File: config.mk
export PLATFORM = sky130hd
export DESIGN_NAME = regfile_write_arbiter
export DESIGN_NICKNAME = d
export VERILOG_FILES = /design/src/rtl/regfile_pkg.sv /design/src/rtl/regfile_scoreboard.sv /design/src/rtl/regfile_write_arbiter.sv
export SDC_FILE = /design/constraint.sdc
export NUM_CORES = 1
export LEC_CHECK = 0
export BUFFER_PORTS_ARGS = -buffer_cell sky130_fd_sc_hd__buf_2
export CORE_ASPECT_RATIO = 0.7
export CORE_MARGIN = 3
export CORE_UTILIZATION = 44
export DETAILED_ROUTE_END_ITERATION = 10
export PLACE_DENSITY_LB_ADDON = 0.1
export SYNTH_ARGS = -nofsm -noshare
export SYNTH_HDL_FRONTEND = slang
export SYNTH_SLANG_ARGS = --single-unit
File: constraint.sdc
create_clock -name clock -period 2.6 [get_ports clock]
set_input_delay 0.39 -clock clock [delete_from_list [all_inputs] [get_ports clock]]
set_output_delay 0.39 -clock clock [all_outputs]
set_load 0.05 [all_outputs]
File: src/rtl/regfile_pkg.sv
// Shared constants, requester encodings and writeback request type for the
// register-file write arbiter.
package regfile_pkg;

    localparam int NUM_REGS = 32;
    localparam int ADDR_W   = 5;
    localparam int DATA_W   = 32;

    localparam logic REQ_ALU = 1'b0;
    localparam logic REQ_MEM = 1'b1;

    typedef struct packed {
        logic [ADDR_W-1:0] rd;
        logic [DATA_W-1:0] data;
    } wb_req_t;

endpackage

File: src/rtl/regfile_scoreboard.sv
// Per-register busy scoreboard with set-over-clear priority and the issue-stage
// hazard compare against the registered busy vector (no forwarding).
module regfile_scoreboard
    import regfile_pkg::*;
#(
    parameter int NUM_REGS_P = NUM_REGS,
    parameter int ADDR_W_P   = ADDR_W
) (
    input  logic                  clock,
    input  logic                  reset_n,
    input  logic                  issue_valid,
    input  logic [ADDR_W_P-1:0]   issue_rs1,
    input  logic [ADDR_W_P-1:0]   issue_rs2,
    input  logic [ADDR_W_P-1:0]   issue_rd,
    input  logic                  issue_use_rs1,
    input  logic                  issue_use_rs2,
    input  logic                  issue_use_rd,
    output logic                  issue_ready,
    input  logic                  clr_en,
    input  logic [ADDR_W_P-1:0]   clr_rd,
    output logic [NUM_REGS_P-1:0] busy
);

    logic                  hazard;
    logic                  set_en;
    logic [NUM_REGS_P-1:0] busy_next;

    // busy[0] is held at zero, so index 0 can never produce a hazard.
    assign hazard = (issue_use_rs1 && busy[issue_rs1]) ||
                    (issue_use_rs2 && busy[issue_rs2]) ||
                    (issue_use_rd  && busy[issue_rd]);

    assign issue_ready = !issue_valid || !hazard;
    assign set_en      = issue_valid && issue_ready && issue_use_rd &&
                         (issue_rd != '0);

    always_comb begin
        busy_next = busy;
        if (clr_en) busy_next[clr_rd] = 1'b0;
        // Applied after the clear: a newer producer is in flight.
        if (set_en) busy_next[issue_rd] = 1'b1;
        busy_next[0] = 1'b0;
    end

    always_ff @(posedge clock) begin
        if (!reset_n) busy <= '0;
        else          busy <= busy_next;
    end

endmodule

File: src/rtl/regfile_write_arbiter.sv
// Round-robin arbiter sharing the register-file write port between ALU and
// memory writeback; optional counters under REGFILE_ARB_STATS_EN.
module regfile_write_arbiter
    import regfile_pkg::*;
(
    input  logic                clock,
    input  logic                reset_n,
    input  logic                alu_valid,
    input  logic [ADDR_W-1:0]   alu_rd,
    input  logic [DATA_W-1:0]   alu_data,
    output logic                alu_ready,
    input  logic                mem_valid,
    input  logic [ADDR_W-1:0]   mem_rd,
    input  logic [DATA_W-1:0]   mem_data,
    output logic                mem_ready,
    input  logic                issue_valid,
    input  logic [ADDR_W-1:0]   issue_rs1,
    input  logic [ADDR_W-1:0]   issue_rs2,
    input  logic [ADDR_W-1:0]   issue_rd,
    input  logic                issue_use_rs1,
    input  logic                issue_use_rs2,
    input  logic                issue_use_rd,
    output logic                issue_ready,
    output logic [ADDR_W-1:0]   wr_rd,
    output logic [DATA_W-1:0]   wr_data,
    output logic                wr_en,
`ifdef REGFILE_ARB_STATS_EN
    output logic [31:0]         conflict_count,
    output logic [31:0]         stall_count,
`endif
    output logic [NUM_REGS-1:0] busy
);

    logic    rr_ptr;
    logic    contended;
    logic    any_grant;
    logic    do_write;
    wb_req_t alu_req;
    wb_req_t mem_req;
    wb_req_t sel_req;

    assign alu_req   = '{rd: alu_rd, data: alu_data};
    assign mem_req   = '{rd: mem_rd, data: mem_data};
    assign contended = alu_valid && mem_valid;

    // Ready is a function of the valids and the pointer only.
    assign alu_ready = alu_valid && (!mem_valid || (rr_ptr == REQ_ALU));
    assign mem_ready = mem_valid && (!alu_valid || (rr_ptr == REQ_MEM));
    assign any_grant = alu_ready || mem_ready;
    assign sel_req   = mem_ready ? mem_req : alu_req;
    assign do_write  = any_grant && (sel_req.rd != '0);

    always_ff @(posedge clock) begin
        if (!reset_n) begin
            rr_ptr  <= REQ_ALU;
            wr_en   <= 1'b0;
            wr_rd   <= '0;
            wr_data <= '0;
        end else begin
            wr_en <= do_write;
            if (do_write) begin
                wr_rd   <= sel_req.rd;
                wr_data <= sel_req.data;
            end
            if (contended) rr_ptr <= alu_ready ? REQ_MEM : REQ_ALU;
        end
    end

    regfile_scoreboard u_scoreboard (
        .clock         (clock),
        .reset_n       (reset_n),
        .issue_valid   (issue_valid),
        .issue_rs1     (issue_rs1),
        .issue_rs2     (issue_rs2),
        .issue_rd      (issue_rd),
        .issue_use_rs1 (issue_use_rs1),
        .issue_use_rs2 (issue_use_rs2),
        .issue_use_rd  (issue_use_rd),
        .issue_ready   (issue_ready),
        .clr_en        (do_write),
        .clr_rd        (sel_req.rd),
        .busy          (busy)
    );

`ifdef REGFILE_ARB_STATS_EN
    always_ff @(posedge clock) begin
        if (!reset_n) begin
            conflict_count <= '0;
            stall_count    <= '0;
        end else begin
            if (contended)                 conflict_count <= conflict_count + 32'd1;
            if (issue_valid && !issue_ready) stall_count  <= stall_count + 32'd1;
        end
    end
`endif

endmodule

==> out/qor.csv <==
stage,metric,value,unit
outcome,run status,"complete, but fails checks",
outcome,failing checks,setup timing,
placed_design,Placer Congestion,0.931,
clock_network,clk sinks,70,
placed_design,DP HPWL,11500,um
setup_path,Critical Path RT,2.21,ns
global_routing,initial antenna violation count,0,
clock_network,CTS buffer count,9,
yosys,simple-gate portion of the synthesized area,22.0,%
yosys,Yosys cell types,48,
global_routing,largest net degree at the start of global routing,71,
global_routing,met3 global-route usage,9.81,%
placed_design,placed insts,775,
sta,RSZ-0062 raised after global routing,true,
yosys,Yosys top cell by area,dfxtp_1,
pwr,leakage,2.54,nW
hold_path,Hold Path Depth,3,
setup_path,worst r2r dst,u_scoreboard.busy[17],
sta,endpoints failing setup,1,
routing,DRT Wirelength,15300,um
clock_network,htree depth,3,
yosys,ranking of synthesized cells by area,"dfxtp_1, a311oi_1, nand2_1",
yosys,Post-Synthesis Cells,490,
yosys,synthesized net count,587,
hold_path,class of the worst hold path,in -> reg,
hold_path,Hold EP,wr_data[17],
global_routing,global-route wire length before repair,23500,um
global_routing,vias in the first global route,4467,
die,core area,8790,sq um
yosys,mapped cell area,4150,sq um
routing,drt wl/cell,19.4,um
setup_path,CP Class,reg -> out,
routing,1st-iter DRT viols,507,
die,DIE AREA,10600,sq um
clock_network,Hold Buf Count CTS,0,
yosys,Main synth FF type,dfxtp_1,
global_routing,grt ovf,0,
sta,minimum clock period,2.72,ns
setup_path,crit end category,output pin,
yosys,Mean Syn Cell Area,8.46,sq um
global_routing,met1 Use GR,39.6,%
clock_network,CTS root buffer,clkbuf_16,
yosys,"flops & latches, synth",70,
yosys,Synth async-reset ratio,0,%
yosys,post-synthesis mux area share,14.2,%
routing,Final ANT Viol Nets,0,
yosys,main combinational cell family by area after synthesis,compound AO/OA/AOI/OAI gates,
hold_path,worst hold start,mem_data[17],
clock_network,Post-CTS Setup Bufs,0,
routing,total number of vias,4729,
setup_path,Worst Reg2Reg Path Length in Cells,6,
die,DIE HEIGHT,87.2,um
setup_path,crit path DAT,2.33,ns
yosys,synth cell count leaders,"nand2_1, dfxtp_1, nor2_1",
global_routing,global routing's busiest layer,met2,
routing,drt first pass iters,5,
sta,final worst slack,-0.119,ns
yosys,Yosys warning count,0,
sta,hold_ws,0.319,ns
cells_and_area,final net count,763,
sta,Max Fclk,368,MHz
yosys,XOR/XNOR Fraction of Synth Area,0.211,%
pwr,peak supply drop,0.329,mV
cells_and_area,"Area growth, synth to finish",35.5,%
die,Starting Density,47.2,%
flow_run,Max-Cap Viols,0,
sta,max-slew violation count,0,
yosys,Post-synth EDFFs,0,
die,io pins,170,
routing,Vias per Instance,5.98,
yosys,post-synthesis sequential area ratio,33.8,%
sta,part of the cycle the worst path needs,105,%
setup_path,FF-to-FF Start,u_scoreboard.busy[31],
cells_and_area,Antenna Cells,0,
global_routing,GRT met2 Usage,42.2,%
cells_and_area,share of layout cells above drive strength 1,39.9,%
placed_design,PortBufs,168,
sta,worst slew pin tran,0.639,ns
sta,Fin. Hold Viols,0,
die,Rows,28,
sta,Slew HR,57.3,%
yosys,area share of the largest cell type after synthesis,33.8,%
clock_network,clk slew on worst S/H paths,0.06,ns
cells_and_area,Final Non-Filler Cells,791,
yosys,top-count cell post-synth,nand2_1,
yosys,Adder-Cell Fraction of Synth Area,0,%
clock_network,Longest Clk Path Bufs,2,
setup_path,R2R Setup Slk,0.11,ns
clock_network,CTS tree,done,
pwr,Pwr Density,564,nW/um^2
routing,DRC,0,
clock_network,worst skew pair latency,0.33,ns
setup_path,CP Max Fanout,5,
setup_path,critical path startpoint category,flop,
yosys,Synth Area in Compound Gates,23.8,%
global_routing,Total GRT Usage,28.2,%
die,Die X,122,um
sta,Max Clock Skew,0.0105,ns
[flip-flops by register name, indices dropped and copies added, names as in the netlist]
name / count
wr_data: 32
u_scoreboard.busy: 31
wr_rd: 5
rr_ptr: 1
wr_en: 1
[logic make-up (layout without fill, tap and decap cells)]
family | count (synthesis) | in the layout
xor+xnor | 1 | 1
buf+inv | 55 | 236
other cells | 1 | 1
simple gates | 196 | 196
mux | 42 | 42
compound gates | 125 | 125
flops | 70 | 70
[cell usage in the layout, fill, tap and decap left out, types with 13 or more instances in the layout]
cell type / instances
buf_2: 167
mux4_2: 13
dfxtp_1: 57
mux2i_1: 23
buf_4: 37
inv_1: 13
dfxtp_2: 13
a311oi_1: 34
nor2_1: 47
o21ai_0: 13
nand2_1: 79
nand3_1: 14
o211ai_1: 30
[routing by layer]
| layer | share of wire, % | wire length [um] |
|---|---|---|
| met5 | 0 | 0 |
| met4 | 0.80 | 123 |
| met3 | 14 | 2190 |
| met2 | 43 | 6630 |
| met1 | 42 | 6370 |
[worst max path at each step]
stage | startpoint | to | slack [ns] | depth (start not counted)
after floorplan | issue_rs2[0] | issue_ready | -0.05 | 8
after global placement | issue_rs1[2] | issue_ready | -0.1 | 7
after detailed placement | issue_rs1[2] | u_scoreboard.busy[17] | -0.15 | 7
after CTS | u_scoreboard.busy[23] | issue_ready | -0.10 | 6
after global routing | u_scoreboard.busy[23] | issue_ready | -0.18 | 6
final | u_scoreboard.busy[31] | issue_ready | -0.12 | 6
[cell type report]
type,count,area [sq um]
Sequential cell,70,1420
Inverter,14,52.6
Clock buffer,11,253
Multi-Input combinational cell,365,2540
Fill cell,760,3180
Timing Repair Buffer,206,1140
Tap cell,120,150
Clock inverter,5,56.3
[critical path: stages, from the launching register on]
cell and delay [ns]:
dfxtp_2 0.37, mux4_2 0.48, nand4_1 0.10, o211ai_1 0.12, or4_4 0.58, o21ai_4 0.16
buf_6 0.18
[power by group]
part	internal, mW	switching [mW]
Sequential	1.13	0.0306
Combinational	0.234	0.511
Clock	0.794	0.465
[per-stage QoR]
| stage | utilization (%) | worst slack (ns) | total power, mW | TNS, ns | area, sq um |
|---|---|---|---|---|---|
| 6_report | 63.9 | -0.119 | 3.17 | -0.119 | 5620 |
| 5_1_grt | 63.9 | -0.180 | 3.29 | -0.180 | 5620 |
| 4_1_cts | 63.9 | -0.102 | 3.18 | -0.102 | 5620 |
| 3_5_place_dp | 60.2 | -0.148 | 1.92 | -1.13 | 5300 |
| 3_3_place_gp | 60.2 | -0.0952 | 1.90 | -0.223 | 5300 |
| 2_1_floorplan | - | -0.0538 | 1.68 | -0.0538 | 4220 |
[timing repair]
item | in CTS | in global routing
endpoints found under the hold margin | 0 | 0
pin swaps | 0 | 0
setup endpoints to repair | 1 | 2
gates resized for setup | 4 | 1
No activity file was read; power rests on OpenSTA's default activity.
